==> src/rtl/disp_88_feeder.sv <==
// Snapshot eight page bytes on load, convert each to two display nibbles
// (double-dabble BCD or raw hex), and commit all pages atomically.
module disp_88_feeder #(
  parameter logic [7:0]  HEX_MASK   = 8'h00,
  parameter int unsigned BLINK_LOG2 = 3
) (
  input  logic        clk2m,
  input  logic        nrst,
  input  logic [63:0] page_data,
  input  logic        load,
  input  logic [2:0]  addr,
  input  logic        scanp,
  output logic [7:0]  dain,
  output logic [1:0]  dp,
  output logic        busy
);

  localparam int unsigned NPAGE = 8;
  localparam int unsigned BW    = BLINK_LOG2;

  typedef enum logic [1:0] {
    S_IDLE,
    S_CONV,
    S_COMMIT
  } state_e;

  state_e          state_q;
  logic [63:0]     snap_q;
  logic [7:0]      shadow_q     [NPAGE];
  logic [7:0]      shadow_ovf_q;
  logic [7:0]      disp_q       [NPAGE];
  logic [7:0]      disp_ovf_q;
  logic [11:0]     bcd_q;
  logic [7:0]      sh_q;
  logic [2:0]      page_q;
  logic [2:0]      bit_q;
  logic            pending_q;
  logic            busy_q;
  logic [BW-1:0]   blink_cnt_q;
  logic            blink_phase_q;

  logic [7:0]      cur_byte;
  logic            is_hex;
  logic            page_done;
  logic            restart;
  logic [11:0]     adj;
  logic [7:0]      sh_in;
  logic [11:0]     bcd_d;
  logic [7:0]      sh_d;

  assign cur_byte  = snap_q[{page_q, 3'b000} +: 8];
  assign is_hex    = HEX_MASK[page_q];
  assign page_done = is_hex | (bit_q == 3'd7);
  assign restart   = load | pending_q;

  // One double-dabble step; bit 0 of each page starts from a fresh work register.
  always_comb begin
    adj   = (bit_q == 3'd0) ? 12'd0 : bcd_q;
    sh_in = (bit_q == 3'd0) ? cur_byte : sh_q;
    for (int i = 0; i < 3; i++) begin
      if (adj[4*i +: 4] >= 4'd5) adj[4*i +: 4] = adj[4*i +: 4] + 4'd3;
    end
    {bcd_d, sh_d} = {adj, sh_in} << 1;
  end

  always_ff @(posedge clk2m or negedge nrst) begin
    if (!nrst) begin
      state_q      <= S_IDLE;
      snap_q       <= '0;
      shadow_ovf_q <= '0;
      disp_ovf_q   <= '0;
      bcd_q        <= '0;
      sh_q         <= '0;
      page_q       <= '0;
      bit_q        <= '0;
      pending_q    <= 1'b0;
      busy_q       <= 1'b0;
      for (int i = 0; i < NPAGE; i++) begin
        shadow_q[i] <= '0;
        disp_q[i]   <= '0;
      end
    end else begin
      case (state_q)
        S_IDLE: begin
          if (restart) begin
            snap_q    <= page_data;
            page_q    <= '0;
            bit_q     <= '0;
            pending_q <= 1'b0;
            busy_q    <= 1'b1;
            state_q   <= S_CONV;
          end
        end
        S_CONV: begin
          if (load) pending_q <= 1'b1;
          if (is_hex) begin
            shadow_q[page_q]     <= cur_byte;
            shadow_ovf_q[page_q] <= 1'b0;
          end else begin
            bcd_q <= bcd_d;
            sh_q  <= sh_d;
            if (bit_q == 3'd7) begin
              shadow_q[page_q]     <= bcd_d[7:0];
              shadow_ovf_q[page_q] <= (cur_byte > 8'd99);
            end
          end
          if (page_done) begin
            bit_q <= '0;
            if (page_q == 3'd7) state_q <= S_COMMIT;
            else                page_q  <= page_q + 3'd1;
          end else begin
            bit_q <= bit_q + 3'd1;
          end
        end
        S_COMMIT: begin
          for (int i = 0; i < NPAGE; i++) disp_q[i] <= shadow_q[i];
          disp_ovf_q <= shadow_ovf_q;
          // A request seen during conversion or on this edge restarts immediately.
          if (restart) begin
            snap_q    <= page_data;
            page_q    <= '0;
            bit_q     <= '0;
            pending_q <= 1'b0;
            state_q   <= S_CONV;
          end else begin
            busy_q  <= 1'b0;
            state_q <= S_IDLE;
          end
        end
        default: state_q <= S_IDLE;
      endcase
    end
  end

  // Free-running blink divider paced by the sender's scan pulse.
  always_ff @(posedge clk2m or negedge nrst) begin
    if (!nrst) begin
      blink_cnt_q   <= '0;
      blink_phase_q <= 1'b0;
    end else if (scanp) begin
      blink_cnt_q <= blink_cnt_q + BW'(1);
      if (&blink_cnt_q) blink_phase_q <= ~blink_phase_q;
    end
  end

  assign busy = busy_q;

  always_comb begin
    dain = disp_ovf_q[addr] ? 8'hEE : disp_q[addr];
    dp   = {2{blink_phase_q & disp_ovf_q[addr]}};
  end

endmodule
==> config.mk <==
export PLATFORM = sky130hd
export DESIGN_NAME = disp_88_feeder
export DESIGN_NICKNAME = d
export VERILOG_FILES = /design/src/rtl/disp_88_feeder.sv
export SDC_FILE = /design/constraint.sdc
export NUM_CORES = 1
export LEC_CHECK = 0
export BUFFER_PORTS_ARGS = -buffer_cell sky130_fd_sc_hd__buf_4
export CORE_MARGIN = 5
export CORE_UTILIZATION = 55
export DETAILED_ROUTE_END_ITERATION = 10
export GPL_ROUTABILITY_DRIVEN = 0
export PLACE_DENSITY = 0.75
export SLEW_MARGIN = 20
export SYNTH_ARGS = -nofsm -noshare
export SYNTH_HDL_FRONTEND = slang
export SYNTH_SLANG_ARGS = --single-unit
==> constraint.sdc <==
create_clock -name clk2m -period 3.9 [get_ports clk2m]
set_input_delay 0.975 -clock clk2m [delete_from_list [all_inputs] [get_ports clk2m]]
set_output_delay 0.975 -clock clk2m [all_outputs]
set_load 0.005 [all_outputs]
==> metrics.txt <==
async set-reset flop share out of synthesis=1.00; Syn Area/Cell=13.0 sq um; standard-cell rows=50; Area growth syn-to-layout=14.7%; CP startpoint kind=input port; port buffer count=81; Vias=6403; Yosys reg bits=around 240; Worst Slack Setup Final=0.496 ns; fin crit share=0.873; Worst slew margin=0.278; Mapped Area=0.0104 sq mm; Die Span X=148 um; Power Density=714 mW/mm^2; reg-to-reg slack, setup=between 1 and 1.5 ns; total gr overflow=0; root buffer selected by CTS=clkbuf_16; drt drc=0; height of the die=148 um; Max IR drop VDD=475 uV; largest net degree at the start of global routing=100; Top Ports=82; Setup violations, final=0; status=finished, final reports clean; Clock Latency Late Sink=0.50 ns; worst reg2reg path depth=10; reg-to-reg endpoint=shadow_q[2]; n_diodes=0; Total Power=between 8 and 9 mW; endpoint class of the critical path=primary output; commonest non-fill, non-tap cell in the layout=dfrtp_1; Inst Count DP=1085; Post-synth EDFFs=0; commonest non-fill, non-tap cells in the layout=dfrtp_1 (237), mux2_2 (149), nand2_1 (111); highest achievable clock rate=294 MHz; Arr. time, crit path=2.43 ns; Hold Startpoint=shadow_q[41]; TritonCTS clock tree=built; r2r startpoint=bit_q[0]; Post-CTS Resized=0; first-pass GRT wire length=36100 um; Final Util=0.640; Seq/Total Area, Yosys=0.570; Min-Delay Path Class=reg -> reg; Max Cap Viol=0; DR iter-0 viols=249; Yosys warning count=0; Syn Nets=881; final net count=roughly 960; Critical Path Fanout Max=9; Post-Layout Cell Count=1126; Routed WL per cell=19.2 um; post-route minimum period=about 3.4 ns; hold-fix buffers at CTS=0; clk_skew=about 0.0085 ns; initial antenna violation count=0; Worst Hold Depth=2; CTS H-tree depth=1; dpl ws=0.496 ns; critical path class=in -> out; number of global-route vias before repair=6647; Core ar.=between 0.015 and 0.02 sq mm; Reg clk slew, reported paths=around 0.05 ns; layout cells sized above 1=0.363; DP Wirelength=14700 um; Final ANT Viol Nets=0; Final Max Tran Viols=0; Num CTS Buffers=25; setup TNS=0 ns; Die ar.=0.0218 sq mm; Max clock buf depth=3; setup bufs post-CTS=0; total leakage power=5.56 nW; WHS Endpoint=shadow_q[41]; Main synth FF type=dfrtp_1; first drt pass iteration count=4; Cells after Synth=801; Routed WL=21600 um; Initial Utilization=0.558; FILL cells=1421; Crit path required time=2.92 ns; via density per instance=5.69; Worst Max-Slew Pin Slew=1.08 ns; Total GRT Usage=0.204; # clock sinks=roughly 240; Netlist cell types=57; RSZ-0062 raised after global routing=false; Final Hold Fails=0
==> how the worst max path moves through the flow <==
stage,from,endpoint,slack (ns),depth (start not counted)
final,addr[0],dp[1],0.50,5
after global routing,addr[0],dp[0],0.43,5
after CTS,addr[0],dp[0],0.49,5
after detailed placement,addr[0],dp[0],0.50,5
after global placement,addr[0],dp[0],0.52,5
after floorplan,addr[0],dp[1],0.52,5
==> synth_stat cells (3+ instances only) <==
cell type	count	share of area
a22oi_2	3	0.0036
nand2_1	111	0.040
o21ai_1	38	0.018
mux2_2	149	0.16
nand3_1	6	0.0029
dfrtp_1	237	0.57
o21ai_0	46	0.022
nor2b_1	5	0.0030
nor2_1	22	0.0079
clkbuf_1	18	0.0065
inv_1	11	0.0040
and3_1	3	0.0018
ha_1	9	0.011
o31ai_1	3	0.0022
buf_6	4	0.0043
nor3_1	7	0.0034
buf_2	17	0.0082
buf_4	3	0.0022
a21o_1	3	0.0022
mux2i_1	13	0.013
nand2b_1	3	0.0018
a21oi_1	15	0.0072
a21oi_2	5	0.0042
mux4_2	24	0.052
==> metal layers <==
metal	up-vias	global-route usage	share of wire
met3	29	0.0441	0.058
met5	-	0	0
met1	3217	0.279	0.43
met2	152	0.342	0.49
met4	0	0.0433	0.018
li1	3005	-	-
==> where the power goes <==
part	switching, mW	internal (mW)
Clock	0.894	1.27
Combinational	1.39	1.25
Sequential	0.504	3.22
==> area by class of cell <==
cell class | count | area, sq um | area share
Timing Repair Buffer | 95 | 746 | 0.0625
Inverter | 11 | 41.3 | 0.00346
Clock inverter | 3 | 15.0 | 0.00126
Multi-Input combinational cell | 508 | 4180 | 0.351
Sequential cell | 237 | 5930 | 0.497
Clock buffer | 38 | 724 | 0.0607
Tap cell | 234 | 293 | 0.0245
==> kinds of logic (layout without fill, tap and decap cells) <==
family / after synthesis / after routing / synth area share
AO/OA/AOI/OAI: 132 / 132 / 0.0782
buffers and inverters: 56 / 147 / 0.0294
AND/OR/NAND/NOR: 173 / 173 / 0.0735
flip-flops: 237 / 237 / 0.570
XOR/XNOR: 4 / 4 / 0.00337
multiplexers: 190 / 190 / 0.234
adder cells (fa/ha/maj): 9 / 9 / 0.0108
==> stage by stage <==
step / hold WS (ns) / area, sq um
2_1_floorplan: 0.438 / 10400
3_3_place_gp: 0.457 / 11200
3_5_place_dp: 0.464 / 11200
4_1_cts: 0.478 / 11900
5_1_grt: 0.499 / 11900
6_report: 0.471 / 11900
==> sequential cells by signal, indices dropped and copies added (netlist names), 2 cells and up <==
register and count:
disp_q 64, shadow_ovf_q 8, blink_cnt_q 3, snap_q 64
page_q 3, sh_q 7, state_q 2, disp_ovf_q 8
shadow_q 64, bit_q 3, bcd_q 8
==> critical path: stages <==
cell    delay (ns)
buf_4         0.20
mux4_2        0.63
mux2_2        0.32
and2_1        0.17
buf_4         0.13
Note: power is estimated with default switching activity, not from simulation.
